===== src/rtl/bpred_gshare_btb_pkg.sv =====
//------------------------------------------------------------------------------
// Module      : bpred_gshare_btb_pkg
// Description : Shared types and constants for the gshare/BTB branch predictor.
// Revision    : 1.0 - initial release
//------------------------------------------------------------------------------
`default_nettype none

package bpred_gshare_btb_pkg;

    typedef enum logic [0:0] {
        BP_INIT = 1'b0,
        BP_RUN  = 1'b1
    } bp_state_e;

    localparam int BP_BIMODAL = 0;
    localparam int BP_GSHARE  = 1;

    // Weakly-not-taken reset value of a CTR_W-bit counter; 0 for a 1-bit counter.
    function automatic int bp_wnt(input int ctr_w);
        return (1 << (ctr_w - 1)) - 1;
    endfunction

endpackage

`default_nettype wire


===== src/rtl/bpred_gshare_btb_if.sv =====
//------------------------------------------------------------------------------
// Module      : bpred_gshare_btb_if
// Description : Fetch lookup, execute update and status signals of the predictor.
// Revision    : 1.0 - initial release
//------------------------------------------------------------------------------
`default_nettype none

interface bpred_gshare_btb_if #(
    parameter int IDX_W = 6
);
    logic             i_flush;
    logic [31:0]      i_pred_pc;
    logic             o_pred_taken;
    logic             o_pred_hit;
    logic [31:0]      o_pred_target;
    logic [IDX_W-1:0] o_pred_idx;
    logic             i_upd_valid;
    logic [31:0]      i_upd_pc;
    logic [IDX_W-1:0] i_upd_idx;
    logic             i_upd_taken;
    logic [31:0]      i_upd_target;
    logic             i_upd_mispredict;
    logic             o_ready;
    logic [31:0]      o_mispred_cnt;

    modport master (
        output i_flush, i_pred_pc, i_upd_valid, i_upd_pc, i_upd_idx,
               i_upd_taken, i_upd_target, i_upd_mispredict,
        input  o_pred_taken, o_pred_hit, o_pred_target, o_pred_idx,
               o_ready, o_mispred_cnt
    );

    modport slave (
        input  i_flush, i_pred_pc, i_upd_valid, i_upd_pc, i_upd_idx,
               i_upd_taken, i_upd_target, i_upd_mispredict,
        output o_pred_taken, o_pred_hit, o_pred_target, o_pred_idx,
               o_ready, o_mispred_cnt
    );
endinterface

`default_nettype wire


===== src/rtl/bp_sat_counter.sv =====
//------------------------------------------------------------------------------
// Module      : bp_sat_counter
// Description : Next-value function of a CTR_W-bit up/down saturating counter.
// Revision    : 1.0 - initial release
//------------------------------------------------------------------------------
`default_nettype none

module bp_sat_counter #(
    parameter int CTR_W = 2
) (
    input  wire logic [CTR_W-1:0] i_value,
    input  wire logic             i_up,
    output logic      [CTR_W-1:0] o_value
);

    always_comb begin
        o_value = i_value;
        if (i_up) begin
            if (i_value != '1) begin
                o_value = i_value + CTR_W'(1);
            end
        end else if (i_value != '0) begin
            o_value = i_value - CTR_W'(1);
        end
    end

endmodule

`default_nettype wire


===== src/rtl/bpred_gshare_btb.sv =====
//------------------------------------------------------------------------------
// Module      : bpred_gshare_btb
// Description : Bimodal/gshare counter table plus tagged BTB with INIT sweep.
// Revision    : 1.0 - initial release
//------------------------------------------------------------------------------
`default_nettype none

module bpred_gshare_btb
    import bpred_gshare_btb_pkg::*;
#(
    parameter int ENTRIES = 64,
    parameter int CTR_W   = 2,
    parameter int TAG_W   = 8,
    parameter int MODE    = 1,
    parameter int GHR_W   = 6
) (
    input  wire logic            clk,
    input  wire logic            rst,
    bpred_gshare_btb_if.slave    bus
);

    localparam int IDX_W = $clog2(ENTRIES);
    localparam logic [CTR_W-1:0] c_wnt = CTR_W'(bp_wnt(CTR_W));

    bp_state_e          r_state;
    bp_state_e          w_state_next;
    logic [IDX_W-1:0]   r_init_idx;
    logic [GHR_W-1:0]   r_ghr;
    logic [31:0]        r_mispred_cnt;

    // Flop arrays kept separate so the INIT sweep can later map onto RAM.
    logic [CTR_W-1:0]   r_ctr        [ENTRIES];
    logic               r_btb_valid  [ENTRIES];
    logic [TAG_W-1:0]   r_btb_tag    [ENTRIES];
    logic [31:0]        r_btb_target [ENTRIES];

    logic [IDX_W-1:0]   w_pred_bidx;
    logic [TAG_W-1:0]   w_pred_tag;
    logic [IDX_W-1:0]   w_pred_cidx;
    logic [IDX_W-1:0]   w_upd_bidx;
    logic [TAG_W-1:0]   w_upd_tag;
    logic [CTR_W-1:0]   w_ctr_next;
    logic               w_pred_hit;
    logic               w_upd_en;
    logic               w_unused_pc;

    assign w_pred_bidx = bus.i_pred_pc[IDX_W+1:2];
    assign w_pred_tag  = bus.i_pred_pc[IDX_W+TAG_W+1:IDX_W+2];
    assign w_upd_bidx  = bus.i_upd_pc[IDX_W+1:2];
    assign w_upd_tag   = bus.i_upd_pc[IDX_W+TAG_W+1:IDX_W+2];
    assign w_unused_pc = ^{bus.i_pred_pc, bus.i_upd_pc};

    always_comb begin
        w_pred_cidx = w_pred_bidx;
        if (MODE == BP_GSHARE) begin
            w_pred_cidx = w_pred_bidx ^ IDX_W'(r_ghr);
        end else if (MODE == BP_BIMODAL) begin
            w_pred_cidx = w_pred_bidx;
        end
    end

    // Flush shares the update's cycle and wins over it.
    assign w_upd_en = (r_state == BP_RUN) && bus.i_upd_valid && !bus.i_flush;

    bp_sat_counter #(
        .CTR_W   (CTR_W)
    ) u_sat_counter (
        .i_value (r_ctr[bus.i_upd_idx]),
        .i_up    (bus.i_upd_taken),
        .o_value (w_ctr_next)
    );

    always_ff @(posedge clk) begin
        if (rst || bus.i_flush) begin
            r_state    <= BP_INIT;
            r_init_idx <= '0;
        end else begin
            r_state <= w_state_next;
            if (r_state == BP_INIT) begin
                r_init_idx <= r_init_idx + IDX_W'(1);
            end
        end
    end

    always_comb begin
        w_state_next = r_state;
        case (r_state)
            BP_INIT: begin
                if (r_init_idx == IDX_W'(ENTRIES - 1)) begin
                    w_state_next = BP_RUN;
                end
            end
            BP_RUN:  w_state_next = BP_RUN;
            default: w_state_next = BP_INIT;
        endcase
    end

    always_ff @(posedge clk) begin
        if (!rst && !bus.i_flush) begin
            if (r_state == BP_INIT) begin
                r_ctr[r_init_idx]       <= c_wnt;
                r_btb_valid[r_init_idx] <= 1'b0;
            end else if (bus.i_upd_valid) begin
                r_ctr[bus.i_upd_idx] <= w_ctr_next;
                if (bus.i_upd_taken) begin
                    r_btb_valid[w_upd_bidx]  <= 1'b1;
                    r_btb_tag[w_upd_bidx]    <= w_upd_tag;
                    r_btb_target[w_upd_bidx] <= bus.i_upd_target;
                end
            end
        end
    end

    // The mispredict count survives flush; only rst clears it.
    always_ff @(posedge clk) begin
        if (rst) begin
            r_ghr         <= '0;
            r_mispred_cnt <= '0;
        end else if (bus.i_flush) begin
            r_ghr <= '0;
        end else if (w_upd_en) begin
            r_ghr <= GHR_W'({r_ghr, bus.i_upd_taken});
            if (bus.i_upd_mispredict && (r_mispred_cnt != '1)) begin
                r_mispred_cnt <= r_mispred_cnt + 32'd1;
            end
        end
    end

    assign w_pred_hit = r_btb_valid[w_pred_bidx] && (r_btb_tag[w_pred_bidx] == w_pred_tag);

    always_comb begin
        bus.o_ready       = 1'b0;
        bus.o_pred_hit    = 1'b0;
        bus.o_pred_taken  = 1'b0;
        bus.o_pred_target = '0;
        bus.o_pred_idx    = '0;
        if (r_state == BP_RUN) begin
            bus.o_ready       = 1'b1;
            bus.o_pred_hit    = w_pred_hit;
            bus.o_pred_taken  = w_pred_hit && r_ctr[w_pred_cidx][CTR_W-1];
            bus.o_pred_target = r_btb_target[w_pred_bidx];
            bus.o_pred_idx    = w_pred_cidx;
        end
    end

    assign bus.o_mispred_cnt = r_mispred_cnt;

endmodule

`default_nettype wire


===== src/flat_wrapper.sv =====
// flat-port wrapper written by rule: the top's interface ports become plain ports
module bpred_gshare_btb_flat import bpred_gshare_btb_pkg::*;
#(
    parameter int ENTRIES = 64,
    parameter int CTR_W   = 2,
    parameter int TAG_W   = 8,
    parameter int MODE    = 1,
    parameter int GHR_W   = 6
)
  (clk, rst, bus_i_flush, bus_i_pred_pc, bus_i_upd_valid, bus_i_upd_pc, bus_i_upd_idx, bus_i_upd_taken, bus_i_upd_target, bus_i_upd_mispredict, bus_o_pred_taken, bus_o_pred_hit, bus_o_pred_target, bus_o_pred_idx, bus_o_ready, bus_o_mispred_cnt);
  bpred_gshare_btb_if #(.IDX_W(6)) bus_i ();
  input  wire logic clk;
  input  wire logic rst;
  input wire logic [$bits(bus_i.i_flush)-1:0] bus_i_flush;
  input wire logic [$bits(bus_i.i_pred_pc)-1:0] bus_i_pred_pc;
  input wire logic [$bits(bus_i.i_upd_valid)-1:0] bus_i_upd_valid;
  input wire logic [$bits(bus_i.i_upd_pc)-1:0] bus_i_upd_pc;
  input wire logic [$bits(bus_i.i_upd_idx)-1:0] bus_i_upd_idx;
  input wire logic [$bits(bus_i.i_upd_taken)-1:0] bus_i_upd_taken;
  input wire logic [$bits(bus_i.i_upd_target)-1:0] bus_i_upd_target;
  input wire logic [$bits(bus_i.i_upd_mispredict)-1:0] bus_i_upd_mispredict;
  output wire logic [$bits(bus_i.o_pred_taken)-1:0] bus_o_pred_taken;
  output wire logic [$bits(bus_i.o_pred_hit)-1:0] bus_o_pred_hit;
  output wire logic [$bits(bus_i.o_pred_target)-1:0] bus_o_pred_target;
  output wire logic [$bits(bus_i.o_pred_idx)-1:0] bus_o_pred_idx;
  output wire logic [$bits(bus_i.o_ready)-1:0] bus_o_ready;
  output wire logic [$bits(bus_i.o_mispred_cnt)-1:0] bus_o_mispred_cnt;
  assign bus_i.i_flush = bus_i_flush;
  assign bus_i.i_pred_pc = bus_i_pred_pc;
  assign bus_i.i_upd_valid = bus_i_upd_valid;
  assign bus_i.i_upd_pc = bus_i_upd_pc;
  assign bus_i.i_upd_idx = bus_i_upd_idx;
  assign bus_i.i_upd_taken = bus_i_upd_taken;
  assign bus_i.i_upd_target = bus_i_upd_target;
  assign bus_i.i_upd_mispredict = bus_i_upd_mispredict;
  assign bus_o_pred_taken = bus_i.o_pred_taken;
  assign bus_o_pred_hit = bus_i.o_pred_hit;
  assign bus_o_pred_target = bus_i.o_pred_target;
  assign bus_o_pred_idx = bus_i.o_pred_idx;
  assign bus_o_ready = bus_i.o_ready;
  assign bus_o_mispred_cnt = bus_i.o_mispred_cnt;
  bpred_gshare_btb #(.ENTRIES(ENTRIES), .CTR_W(CTR_W), .TAG_W(TAG_W), .MODE(MODE), .GHR_W(GHR_W)) u_core (.clk(clk), .rst(rst), .bus(bus_i));
endmodule

===== config.mk =====
export PLATFORM = sky130hd
export DESIGN_NAME = bpred_gshare_btb_flat
export DESIGN_NICKNAME = d
export VERILOG_FILES = /design/src/rtl/bpred_gshare_btb_pkg.sv /design/src/rtl/bpred_gshare_btb_if.sv /design/src/rtl/bp_sat_counter.sv /design/src/rtl/bpred_gshare_btb.sv /design/src/flat_wrapper.sv
export SDC_FILE = /design/constraint.sdc
export NUM_CORES = 2
export LEC_CHECK = 0
export BUFFER_PORTS_ARGS = -buffer_cell sky130_fd_sc_hd__buf_2
export CORE_MARGIN = 8
export CORE_UTILIZATION = 40
export CTS_CLUSTER_DIAMETER = 50
export DETAILED_ROUTE_END_ITERATION = 10
export RECOVER_POWER = 25
export SLEW_MARGIN = 30
export SYNTH_ARGS = -nofsm -noshare
export SYNTH_HDL_FRONTEND = slang
export SYNTH_SLANG_ARGS = --single-unit

===== constraint.sdc =====
create_clock -name clk -period 10.93 [get_ports clk]
set_clock_uncertainty 0.15 [all_clocks]
set_input_delay 2.186 -clock clk [delete_from_list [all_inputs] [get_ports clk]]
set_output_delay 2.186 -clock clk [all_outputs]
set_load 0.005 [all_outputs]

==> impl_metrics.tcl <==
set metrics [dict create \
    drc 0 \
    slew_headroom_pct -74.6 \
    syn-cell-area_um2 109000 \
    cp-start-kind "primary input" \
    postRouteAntennaNets 0 \
    core_area_um2 271000 \
    grt.total_usage_pct 20.2 \
    vias 53000 \
    clockRootBuffer "clkbuf_16" \
    multi_input_area_um2 24400 \
    fin_nets 5241 \
    max_slew.worst_pin.slew_ns 2.62 \
    finalCritPeriodShare_pct 77.6 \
    cts-buffers-inserted 319 \
    wl_per_cell_um 33.2 \
    path_buf_inv 4 \
    status "complete, but fails checks" \
    max_stage_delay_ns 0.84 \
    critPathSlowestCell "buf_4" \
    clkSinkCount 2797 \
    dieArea_um2 289000 \
    grt_setup_unrepaired "false" \
    rows 191 \
    viasPerCell 5.92 \
    place_inst 8375 \
    final_common_cell "edfxtp_1" \
    areaGrowthSynthToFinish_pct 14.8 \
    powerDensity_nw_per_um2 183 \
    seqCellArea_um2 83500 \
    yosysWarnings 0 \
    synthArstFlopShare_pct 0 \
    fillCellCount 22300 \
    finalSetupTns_ns 0 \
    holdBufCountCts 0 \
    cts_tree "done" \
    seq_area_frac_synth_pct 76.8 \
    cts_resized 0 \
    port_buffers 144 \
    leakagePower_nw 38.7 \
    crit_top_cell "mux4_2" \
    holdWs_ns 0.328 \
    clk-insertion-delay-late_ns 0.81 \
    synthesis.nets 4884 \
    grt_overflow 0 \
    crit_fanout 65 \
    crit_chain "buf_8 > buf_4 > buf_4 > mux4_2 > mux4_2 > mux4_2 > and2_1 > buf_2" \
    max_freq_mhz 118 \
    netSwitchingFraction_pct 20.9 \
    fp.dieW_um 537 \
    antenna_found_initial 24 \
    clkPwrFrac_pct 44.5 \
    clkSlewWorstSetupHoldPaths_ns 0.05 \
    totalWireLength_mm 297 \
    htree_num_levels 5 \
    place.gp.congestion 0.768 \
    synth_edf_count 2752 \
    path_class "in -> out" \
    dr.pass1.iters 5 \
    final-setup-viol-count 0 \
    grt_pass1_wl_mm 413 \
    post_synth_num_cell_types 59 \
    final_cell_mix "edfxtp_1, mux4_2, clkbuf_16" \
    dieHeight_um 537 \
    start_util_pct 40.2 \
    finalMaxSlewViolations 1981 \
    violations "capacitance limit, slew limit" \
    p_int_mw 18.1 \
    cp.required_ns 8.59 \
    cap_violations 31 \
    worst_ep_arrival_time_ns 6.14 \
    grt_max_degree 116 \
    final_cell_count_no_fill 8948 \
    min_period_ns 8.48 \
    clockBufferDepth 4 \
    p_comb_share_pct 3.9 \
    postCtsSetupBuffers 0 \
    synth_seq_cells 2797 \
    num_io_pins 181 \
    grt_pass1_vias 52900 \
    seq_power_share_pct 51.6 \
    p_sw_mw 4.76 \
    drive_above_1_share_pct 30.2 \
    end_kind "output pin" \
    crit_family "buffers and inverters" \
    finalHoldViolCount 0 \
    syn-mean-instance-area_um2 22.8 \
    synthFlopType "edfxtp_1" \
    synthCells 4774 \
    dr.first_iter.drc_count 7056 \
    hp-class "reg -> reg" \
    ir_drop_mv 0.116 \
    dpl.hpwl_mm 158 \
]
==> registers in the layout, indices dropped and copies added (netlist names) <==
register	cells
u_core.r_btb_target	2048
u_core.r_btb_tag	512
u_core.r_ctr	128
u_core.r_btb_valid	64
u_core.bus.o_mispred_cnt	32
u_core.r_ghr	6
u_core.r_init_idx	6
u_core.r_state	1
==> cell type report <==
| cell class | count | share of cell area (%) |
|---|---|---|
| flip-flops and latches | 2797 | 66.9 |
| multi-input cells | 1706 | 19.6 |
| clock buffers | 396 | 6.73 |
| well taps | 3570 | 3.58 |
| repair buffers | 292 | 1.95 |
| clock inverters | 166 | 1.20 |
| inverters | 15 | 0.0531 |
| diodes | 6 | 0.0120 |
==> synthesized netlist by cell type (all sizes together) (2+ instances only) <==
| cell | count | share of area, % |
|---|---|---|
| a22o | 6 | 0.048 |
| mux4 | 828 | 17 |
| xnor2 | 19 | 0.15 |
| and3 | 11 | 0.068 |
| and4 | 6 | 0.051 |
| mux2 | 8 | 0.083 |
| ha | 2 | 0.023 |
| o22ai | 9 | 0.052 |
| a221oi | 8 | 0.064 |
| mux2i | 113 | 1.0 |
| nor3b | 2 | 0.014 |
| nand2 | 85 | 0.29 |
| nand3 | 40 | 0.18 |
| or3b | 5 | 0.040 |
| clkbuf | 132 | 0.46 |
| nand4 | 11 | 0.069 |
| a211oi | 4 | 0.028 |
| edfxtp | 2752 | 76 |
| dfxtp | 45 | 0.83 |
| nor2b | 9 | 0.052 |
| o211ai | 4 | 0.028 |
| nand4b | 2 | 0.016 |
| or3 | 16 | 0.092 |
| o221ai | 5 | 0.040 |
| nor2 | 267 | 0.92 |
| a22oi | 40 | 0.28 |
| a21oi | 43 | 0.20 |
| nor4 | 6 | 0.040 |
| or2 | 2 | 0.012 |
| and3b | 2 | 0.016 |
| xor2 | 21 | 0.17 |
| inv | 15 | 0.052 |
| o21ai | 29 | 0.13 |
| a31oi | 8 | 0.046 |
| a2111oi | 4 | 0.032 |
| nand3b | 11 | 0.076 |
| nor3 | 16 | 0.074 |
| nand2b | 10 | 0.058 |
| buf | 124 | 0.67 |
| and2 | 44 | 0.25 |
==> logic make-up (layout without fill, tap and decap cells) <==
logic type / count (synthesis) / in the layout / synth area share [%]
fa+ha+maj: 3 / 3 / 0.0322
other cells: 0 / 6 / 0
compound gates: 167 / 167 / 1.00
flops: 2797 / 2797 / 76.8
xor+xnor: 40 / 40 / 0.322
mux: 949 / 949 / 18.3
buf+inv: 271 / 869 / 1.18
simple gates: 547 / 547 / 2.35
==> metal layers <==
| layer | GRT usage [%] | routed length [um] |
|---|---|---|
| met4 | 5.20 | 7370 |
| met2 | 33.0 | 144000 |
| met5 | 0 | 55 |
| met1 | 28.4 | 119000 |
| met3 | 3.46 | 25800 |
==> power by group through the flow <==
stage	combinational [mW]	clock [mW]	sequential [mW]
2_1_floorplan	0.543	0	12.0
3_3_place_gp	0.885	0	12.0
3_5_place_dp	0.899	0	12.0
4_1_cts	0.902	10.3	11.8
5_1_grt	0.945	10.7	11.8
6_report	0.889	10.2	11.8
==> worst paths after layout <==
path | startpoint | depth (start not counted) | slack (ns) | to
worst max-delay path | bus_i_pred_pc[3] | 8 | 2.45 | bus_o_pred_target[1]
worst min-delay path | u_core.r_ghr[2] | 2 | 0.33 | u_core.r_ghr[3]
worst max register to register | u_core.r_state | 8 | 5.58 | u_core.r_btb_target[57][3]
worst min register to register | u_core.r_ghr[2] | 2 | 0.33 | u_core.r_ghr[3]
==> worst min-delay path: stages, from the launching register on <==
cell and delay (ns):
dfxtp_1 0.32, nand3_1 0.08, a21oi_1 0.06
==> stage by stage <==
step	setup WS [ns]	area [um^2]	utilization, %	power, mW
after floorplan	3.63	109000	-	12.5
after global placement	2.40	114000	42.3	12.9
after detailed placement	2.42	115000	42.5	12.9
after CTS	2.40	125000	46.1	23.0
after global routing	2.33	125000	46.1	23.4
final	2.45	125000	46.2	22.8
(Power assumes the default switching activity.)
